**config.mk**
```make
export PLATFORM = sky130hd
export DESIGN_NAME = instr_encoder
export DESIGN_NICKNAME = d
export VERILOG_FILES = /design/src/rtl/instr_encoder_pkg.sv /design/src/rtl/instr_fifo.sv /design/src/rtl/instr_encoder.sv
export SDC_FILE = /design/constraint.sdc
export NUM_CORES = 1
export LEC_CHECK = 0
export CAP_MARGIN = 0
export CORE_UTILIZATION = 55
export DETAILED_ROUTE_END_ITERATION = 16
export GPL_TIMING_DRIVEN = 0
export PLACE_DENSITY = 0.85
export SKIP_LAST_GASP = 1
export SLEW_MARGIN = 10
export SYNTH_ARGS = -nofsm -noshare
export SYNTH_HDL_FRONTEND = slang
export SYNTH_HIERARCHICAL = 1
export SYNTH_SLANG_ARGS = --single-unit
```
**constraint.sdc**
```tcl
create_clock -name clk -period 4.9 [get_ports clk]
set_input_delay 0.735 -clock clk [delete_from_list [all_inputs] [get_ports clk]]
set_output_delay 0.735 -clock clk [all_outputs]
set_load 0.01 [all_outputs]
```
**src/rtl/instr_encoder_pkg.sv**
```systemverilog
// Shared instruction field map and encoder FSM states; the decoder uses the same layout.
package instr_encoder_pkg;

  localparam int unsigned INSTR_W = 32;

  localparam int unsigned OPC_LSB = 28;
  localparam int unsigned OPC_W   = 4;
  localparam int unsigned R1_LSB  = 24;
  localparam int unsigned R1_W    = 4;
  localparam int unsigned R2_LSB  = 20;
  localparam int unsigned R2_W    = 4;
  localparam int unsigned RD_LSB  = 16;
  localparam int unsigned RD_W    = 4;
  localparam int unsigned IMM_LSB = 0;
  localparam int unsigned IMM_W   = 16;

  typedef enum logic [1:0] {
    StIdle,
    StRun,
    StFlush,
    StDone
  } state_e;

  function automatic logic [INSTR_W-1:0] encode(
    input logic [OPC_W-1:0] opc,
    input logic [R1_W-1:0]  r1,
    input logic [R2_W-1:0]  r2,
    input logic [RD_W-1:0]  rd,
    input logic [IMM_W-1:0] imm
  );
    logic [INSTR_W-1:0] w;
    w = '0;
    w[OPC_LSB +: OPC_W] = opc;
    w[R1_LSB +: R1_W]   = r1;
    w[R2_LSB +: R2_W]   = r2;
    w[RD_LSB +: RD_W]   = rd;
    w[IMM_LSB +: IMM_W] = imm;
    return w;
  endfunction

endpackage

```
**src/rtl/instr_fifo.sv**
```systemverilog
// Synchronous FIFO for encoded words; push while full is accepted only alongside a pop.
module instr_fifo
  import instr_encoder_pkg::*;
#(
  parameter int unsigned DEPTH = 4,
  parameter int unsigned WIDTH = INSTR_W
) (
  input  logic             clk,
  input  logic             rst,
  input  logic             push,
  input  logic [WIDTH-1:0] wdata,
  input  logic             pop,
  output logic             full,
  output logic             empty,
  output logic [WIDTH-1:0] head
);

  localparam int unsigned PTR_W = (DEPTH > 1) ? $clog2(DEPTH) : 1;
  localparam logic [PTR_W:0] FULL_CNT = DEPTH[PTR_W:0];

  logic [WIDTH-1:0] mem_q [DEPTH];
  logic [PTR_W-1:0] wr_ptr_q, rd_ptr_q;
  logic [PTR_W:0]   count_q;
  logic             do_push, do_pop;

  assign full    = (count_q == FULL_CNT);
  assign empty   = (count_q == '0);
  assign do_pop  = pop && !empty;
  assign do_push = push && (!full || do_pop);
  assign head    = mem_q[rd_ptr_q];

  // Storage is cleared on reset so the head reads zero until the next push.
  always_ff @(posedge clk) begin
    if (rst) begin
      for (int i = 0; i < int'(DEPTH); i++) mem_q[i] <= '0;
      wr_ptr_q <= '0;
      rd_ptr_q <= '0;
      count_q  <= '0;
    end else begin
      if (do_push) begin
        mem_q[wr_ptr_q] <= wdata;
        wr_ptr_q        <= wr_ptr_q + 1'b1;
      end
      if (do_pop) rd_ptr_q <= rd_ptr_q + 1'b1;
      case ({do_push, do_pop})
        2'b10:   count_q <= count_q + 1'b1;
        2'b01:   count_q <= count_q - 1'b1;
        default: ;
      endcase
    end
  end

endmodule

```
**src/rtl/instr_encoder.sv**
```systemverilog
// Packs instruction fields into 32-bit words and streams them to instruction memory
// from a base address, buffering through a small FIFO.
module instr_encoder
  import instr_encoder_pkg::*;
#(
  parameter int unsigned DEPTH  = 4,
  parameter int unsigned ADDR_W = 8
) (
  input  logic               clk,
  input  logic               rst,
  input  logic               start,
  input  logic [ADDR_W-1:0]  base_addr,
  input  logic               in_valid,
  output logic               in_ready,
  input  logic [3:0]         in_opcode,
  input  logic [3:0]         in_reg1,
  input  logic [3:0]         in_reg2,
  input  logic [3:0]         in_dest,
  input  logic [15:0]        in_imm,
  input  logic               in_last,
  output logic               imem_we,
  input  logic               imem_ready,
  output logic [ADDR_W-1:0]  imem_addr,
  output logic [31:0]        imem_wdata,
  output logic               busy,
  output logic               done,
  output logic [ADDR_W:0]    word_count,
  output logic               wrap_err
);

  state_e             state_q;
  logic [ADDR_W-1:0]  addr_q;
  logic [ADDR_W:0]    count_q;
  logic               wrap_q;

  logic               fifo_full, fifo_empty;
  logic [INSTR_W-1:0] fifo_head, enc_word;
  logic               in_fire, wr_fire;

  assign in_ready = (state_q == StRun) && !fifo_full;
  assign in_fire  = in_valid && in_ready;
  assign imem_we  = ((state_q == StRun) || (state_q == StFlush)) && !fifo_empty;
  assign wr_fire  = imem_we && imem_ready;
  assign enc_word = encode(in_opcode, in_reg1, in_reg2, in_dest, in_imm);

  instr_fifo #(
    .DEPTH (DEPTH),
    .WIDTH (INSTR_W)
  ) u_fifo (
    .clk   (clk),
    .rst   (rst),
    .push  (in_fire),
    .wdata (enc_word),
    .pop   (wr_fire),
    .full  (fifo_full),
    .empty (fifo_empty),
    .head  (fifo_head)
  );

  always_ff @(posedge clk) begin
    if (rst) begin
      state_q <= StIdle;
      addr_q  <= '0;
      count_q <= '0;
      wrap_q  <= 1'b0;
    end else begin
      // Writes only happen in RUN/FLUSH, so this never collides with the IDLE load.
      if (wr_fire) begin
        addr_q  <= addr_q + 1'b1;
        count_q <= count_q + 1'b1;
        if (addr_q == '1) wrap_q <= 1'b1;
      end
      unique case (state_q)
        StIdle: begin
          if (start) begin
            state_q <= StRun;
            addr_q  <= base_addr;
            count_q <= '0;
            wrap_q  <= 1'b0;
          end
        end
        StRun:   if (in_fire && in_last) state_q <= StFlush;
        StFlush: if (fifo_empty) state_q <= StDone;
        StDone:  state_q <= StIdle;
        default: state_q <= StIdle;
      endcase
    end
  end

  assign busy       = (state_q == StRun) || (state_q == StFlush);
  assign done       = (state_q == StDone);
  assign imem_addr  = addr_q;
  assign imem_wdata = fifo_head;
  assign word_count = count_q;
  assign wrap_err   = wrap_q;

endmodule

```
==> results of run 1 <==
[cell families after synthesis]
kind of cell,share of synthesized area [%]
AOI/OAI and AO/OA,3.81
xor gates and xnor gates,0.876
adders and majority gates,1.54
buffers and inverters,2.09
DFF,63.2
muxes,10.9
and+or+nand+nor,17.6
[flip-flops by register name, summed over array words and instances, names as in the netlist, named ones only]
register / cells
u_fifo/wr_ptr_q: 2
wrap_err: 1
u_fifo/rd_ptr_q: 2
u_fifo/mem_q: 128
word_count: 9
imem_addr: 8
u_fifo/count_q: 3
state_q: 2
[cells in the mapped netlist (all sizes together)]
library cell and number:
a21o 1, nand4 5, nand3 1, nor3 3, and3 1, dfxtp 29
o21ai 7, nand2 10, buf 5, or2 1, edfxtp 128, o21a 1
or3 6, a211oi 5, or4 7, or2b 1, nor4 2, xor2 7
o31ai 9, nand4b 3, mux2 1, nor4b 2, and2 129, a311oi 5
a21oi 10, mux4 32, nor2 18, ha 7, nor2b 3, mux2i 3
nand2b 5, fa 1, clkbuf 20, inv 11, a221o 1, o21bai 1
nand3b 2
[stage by stage]
stage                     worst slack [ns]  setup TNS (ns)
final                                 1.22               0
after global routing                 0.918               0
after CTS                             1.19               0
after detailed placement              1.09               0
after global placement               -1.53          -97.25
after floorplan                      0.656               0
[where the power goes]
part	switching (mW)	internal, mW	leakage [nW]
combinational	0.264	0.271	1.34
clock	0.480	0.788	0.272
sequential	0.0545	1.56	1.56
total	0.798	2.62	3.17
[worst min-delay path by stage]
| stage | start | endpoint | slack [ns] |
|---|---|---|---|
| global route | wrap_err | wrap_err | 0.50 |
| floorplan | u_fifo/rd_ptr_q[1] | flop | 0.46 |
| CTS | wrap_err | wrap_err | 0.47 |
| detailed placement | wrap_err | wrap_err | 0.46 |
| finish | wrap_err | wrap_err | 0.47 |
| global placement | wrap_err | wrap_err | 0.45 |
[cells in the final DEF (no fill, tap or decap), drive strengths merged, types with 2 or more instances in the layout]
master,count
nor3,3
nand4,5
nand2,10
clkbuf,41
xor2,7
and2,129
o21ai,7
dfxtp,29
mux4,32
clkinv,7
nor2b,3
nor4b,2
buf,9
bufinv,3
nand3b,2
nand2b,5
nand4b,3
or3,6
a211oi,5
nor2,18
ha,7
nor4,2
o31ai,9
clkdlybuf4s50,99
mux2i,3
a311oi,5
or4,7
edfxtp,128
inv,11
a21oi,10
[layout make-up]
type / count / area, um^2
Fill cell: 828 / 3330
Timing Repair Buffer: 103 / 1090
Clock buffer: 21 / 440
Multi-Input combinational cell: 290 / 2450
Clock inverter: 10 / 123
Buffer: 25 / 105
Inverter: 11 / 41.3
Tap cell: 168 / 210
Sequential cell: 157 / 4420
[layer usage]
layer / vias up / GRT usage (%) / wire length (um) / part of all wire [%]
met5: - / 0 / 0 / 0
met3: 21 / 5.75 / 779 / 5.5
met2: 156 / 42.5 / 7610 / 53
met1: 2173 / 27.7 / 5660 / 40
li1: 2042 / - / - / -
met4: 0 / 8.40 / 209 / 1.5
==> flow_metrics.tcl, run 1 <==
set metrics [dict create \
    cts_made_buffers 17 \
    yosys.area.top_type "edfxtp_1" \
    synth_warnings 6 \
    dpl_cell_area_um2 8320 \
    crit_family "simple AND/OR/NAND/NOR gates" \
    holdCritPathClass "flop to flop" \
    critPathRequiredTime_ns 5.25 \
    first_global_vias 4583 \
    pin_count 100 \
    drive_gt1_share_pct 11.3 \
    path_depth 12 \
    min_path_cells 1 \
    crit_start "u_fifo/count_q[1]" \
    tightestPinTransition_ns 0.906 \
    die_w_um 115 \
    syn_area_per_cell_um2 14.5 \
    hold_ws_ns 0.472 \
    grt_first_pass_wirelength_um 22900 \
    r2r_setup_slack_ns 1.22 \
    portBuffers 99 \
    drc 0 \
    hold_buffers 0 \
    cp-start-kind "flop" \
    finalHoldViolCount 0 \
    cts_tree "built" \
    fin_crit_ns 3.68 \
    die_area_um2 13200 \
    globalplace.congestion 0.795 \
    htree_levels 4 \
    ys_types 40 \
    r2r_start "u_fifo/count_q[1]" \
    slew_headroom_pct 39.6 \
    ys_seq_elements 157 \
    postCtsSetupBuffers 0 \
    clk_pin_slew_worst_paths_ns 0.06 \
    cts_buffer_depth 2 \
    arrival_ns 4.03 \
    synth_nets 537 \
    crit_path_end "u_fifo/count_q[2]" \
    cts-resized-gates 0 \
    via_count 4392 \
    fin_nets 659 \
    rsz0062_at_grt "false" \
    fmax_mhz 272 \
    routedWlPerCell_um 18.2 \
    antenna_cells 0 \
    worstReg2RegEnd "u_fifo/count_q[2]" \
    core_area_um2 12200 \
    vias_per_cell 5.59 \
    design_area_um2 8880 \
    critPathBufInv 3 \
    root_buffer "clkbuf_16" \
    synthCells 483 \
    worst_clock_skew_ns 0.00694 \
    worst_setup_path_end_kind "flop" \
    clkLatencyLatePin_ns 0.42 \
    seq_area_frac_synth_pct 63.2 \
    final_cells 785 \
    final_max_slew_viol_count 0 \
    synth_area_um2 7000 \
    yosysTopAreaCellShare_pct 54.9 \
    placed_cells 754 \
    rows 40 \
    powerDensity_nw_per_um2 384 \
    syn2layout_area_growth_pct 27.0 \
    dp_hpwl_um 9420 \
    drtAntennaViolNets 0 \
    crit_path_frequent_cell "inv_1" \
    r2r_cells 12 \
    start_util_pct 57.3 \
    grt_use_total_pct 23.6 \
    critPathSlowestCell "nor3_1" \
    p_leak_nw 3.17 \
    drv_cap 0 \
    cp_cell_sequence "nor3_1 -> nand3b_1 -> buf_6 -> inv_1 -> nor4b_4 -> nand2b_1 -> ha_1 -> inv_1 -> fa_1 -> xor2_1 -> or3_1 -> a21oi_1" \
    cts.sinks 157 \
    fp.dieH_um 115 \
    critPathKind "flop to flop" \
    grt_overflow 0 \
    synth.area.top_cells "edfxtp_1 (55%), and2_1 (12%), mux4_2 (10%), dfxtp_1 (8.3%), ha_1 (1.3%)" \
    cp_max_fo 10 \
    antenna_found_initial 0 \
    slowest_delay_ns 0.66 \
    wirelength_um 14300 \
    drtPass1Iterations 5 \
    status "finished clean" \
    fin_crit_sh_pct 75.0 \
    drtIter0Drc 289 \
    post-route-util_pct 72.8 \
    setup_violations 0 \
    grt_max_degree 33 \
    power.total_mw 3.41 \
    vdd_drop_max_v 0.000248 \
]
(Power assumes the default switching activity.)
==> run 2: changes to the inputs <==
--- a/config.mk
+++ b/config.mk
@@ -6,10 +6,10 @@
 export NUM_CORES = 1
 export LEC_CHECK = 0
 export CAP_MARGIN = 0
-export CORE_UTILIZATION = 55
+export CORE_UTILIZATION = 49
 export DETAILED_ROUTE_END_ITERATION = 16
 export GPL_TIMING_DRIVEN = 0
-export PLACE_DENSITY = 0.85
+export PLACE_DENSITY = 0.81
 export SKIP_LAST_GASP = 1
 export SLEW_MARGIN = 10
 export SYNTH_ARGS = -nofsm -noshare
==> constraint.sdc (replaced) <==
create_clock -name clk -period 3.2 [get_ports clk]
set_input_delay 0.48 -clock clk [delete_from_list [all_inputs] [get_ports clk]]
set_output_delay 0.48 -clock clk [all_outputs]
set_load 0.01 [all_outputs]
==> run 2 against run 1 <==
Sequential share of layout area is 0.75 points lower. First-iteration DRC count is 20% higher. Cell count is 2.3% higher. Power is 60% higher. Register-to-register slack worse by 1.1 ns. Flip-flop and latch count stayed put. Fmax is 21% higher. Routed wire length is 4.0% higher. Critical endpoint unchanged. Worst hold slack hardly changed. Die area is 12% higher. Combinational power is 61% higher. Critical path type unchanged.
==> flow_metrics.tcl, run 2 (synthesized netlist as in run 1, its figures left out) <==
set metrics [dict create \
    status "finished clean" \
    drtPass1Iterations 4 \
    critPathRequiredTime_ns 3.55 \
    nFillCells 1021 \
    switchingPower_mw 1.28 \
    antenna_found_initial 0 \
    root_buffer "clkbuf_16" \
    clkLatencyLatePin_ns 0.42 \
    vias_per_cell 5.53 \
    portBuffers 99 \
    pin_count 100 \
    worst_setup_path_end_kind "flop" \
    drc 0 \
    hold_buffers 0 \
    grt_overflow 0 \
    internal_power_mw 4.20 \
    dp_hpwl_um 9590 \
    grt.busiest_layer "met2" \
    dpl_cell_area_um2 8330 \
    htree_levels 4 \
    preCtsSetupSlack_ns -0.416 \
    grt_max_degree 33 \
    clkPwrFrac_pct 39.2 \
    finalHoldViolCount 0 \
    critPathSlowestCell "fa_1" \
    core_area_um2 13900 \
    syn2layout_area_growth_pct 28.9 \
    antenna_cells 0 \
    vdd_drop_max_v 0.000361 \
    critPathBufInv 4 \
    use_met3_pct 5.26 \
    cp_max_fo 10 \
    drive_gt1_share_pct 13.5 \
    via_count 4443 \
    slew_headroom_pct 47.7 \
    switching_share_pct 23.3 \
    combPwrFrac_pct 15.7 \
    largest_reg_flops 128 \
    wirelength_um 14800 \
    power.total_mw 5.47 \
    drtIter0Drc 347 \
    path_depth 13 \
    rows 43 \
    die_area_um2 14800 \
    arrival_ns 3.38 \
    fmax_mhz 330 \
    drv_cap 0 \
    crit_family "simple AND/OR/NAND/NOR gates" \
    cts_tree "built" \
    grt_use_met2_pct 38.0 \
    seqPwrFrac_pct 45.1 \
    design_area_um2 9020 \
    clk_pin_slew_worst_paths_ns 0.06 \
    holdCritPathClass "flop to flop" \
    grt_first_pass_wirelength_um 23400 \
    slowest_delay_ns 0.38 \
    fin_crit_ns 3.03 \
    final_max_slew_viol_count 0 \
    grt_use_total_pct 21.7 \
    mostFrequentLayoutCell "and2_1" \
    powerDensity_nw_per_um2 607 \
    post-route-util_pct 65.0 \
    r2r_cells 13 \
    met1_usage_pct 26.2 \
    tightestPinTransition_ns 0.784 \
    worst_clock_skew_ns 0.00841 \
    worst_slack_ns 0.172 \
    fin_crit_sh_pct 94.6 \
    cts_made_buffers 17 \
    fin_tns_setup_ns 0 \
    first_global_vias 4627 \
    setup_violations 0 \
    drtAntennaViolNets 0 \
    routedWlPerCell_um 18.5 \
    die_w_um 121 \
    cts_buffer_depth 2 \
    cp_cell_sequence "inv_1 -> ha_2 -> nand3b_1 -> buf_6 -> inv_1 -> nor4b_4 -> nand2b_4 -> ha_1 -> inv_1 -> fa_1 -> xor2_1 -> or3_1 -> a21oi_1" \
    start_util_pct 50.4 \
    p_leak_nw 3.23 \
    cts.sinks 157 \
    cp-start-kind "flop" \
    globalplace.congestion 0.779 \
    top_register "u_fifo/mem_q" \
    critPathKind "flop to flop" \
    fp.dieH_um 121 \
    fin_nets 664 \
    min_path_cells 1 \
    layout_common_cells "and2_1 (129), edfxtp_1 (128), clkdlybuf4s50_1 (99), mux4_2 (32), dfxtp_1 (29)" \
    crit_path_frequent_cell "inv_1" \
]
==> run 2: cell types whose count changed in the layout (fill, tap and decap cells not counted), sizes merged <==
cell      change
buf           +5
clkbuf        -3
bufinv        +2
clkinvlp      +1
inv           +1
==> run 2: cell type report <==
class / count / area (um^2) / share of cell area (%)
sequential: 157 / 4420 / 49.0
multi-input combinational: 290 / 2480 / 27.4
timing repair buffer: 108 / 1120 / 12.4
clock buffer: 18 / 429 / 4.76
tap: 180 / 225 / 2.50
clock inverter: 14 / 198 / 2.19
buffer: 25 / 105 / 1.17
inverter: 11 / 41.3 / 0.458
==> run 2: per-stage QoR <==
| stage | cells | hold WS [ns] |
|---|---|---|
| final | 803 | 0.473 |
| after global placement | 762 | 0.449 |
| after detailed placement | 766 | 0.466 |
| after floorplan | 483 | 0.459 |
| after CTS | 799 | 0.481 |
| after global routing | 803 | 0.488 |
==> run 2: power groups by stage <==
stage / clock, mW / sequential [mW] / combinational [mW]
global placement: 0 / 2.50 / 0.785
finish: 2.14 / 2.47 / 0.859
CTS: 2.18 / 2.47 / 0.835
global route: 2.25 / 2.49 / 0.933
detailed placement: 0 / 2.51 / 0.822
floorplan: 0 / 2.50 / 0.425
==> run 2: path summary, 6_finish.rpt <==
| check | startpoint | to | slack, ns |
|---|---|---|---|
| worst min register to register | wrap_err | wrap_err | 0.47 |
| worst max register to register | state_q[0] | u_fifo/count_q[2] | 0.17 |
| worst max-delay path | state_q[0] | u_fifo/count_q[2] | 0.17 |
| worst min-delay path | wrap_err | wrap_err | 0.47 |
==> run 2: repair_timing <==
action	in CTS	in global routing
gates cloned	0	0
setup endpoints to repair	34	33
resized for setup	3	3
pin swaps	1	1
buffers inserted	1	4
endpoints found under the hold margin	0	0
==> run 2: layer usage <==
metal	vias up	part of all wire (%)
li1	2052	-
met1	2251	42
met2	122	52
met3	18	4.3
met4	0	1.4
met5	-	0
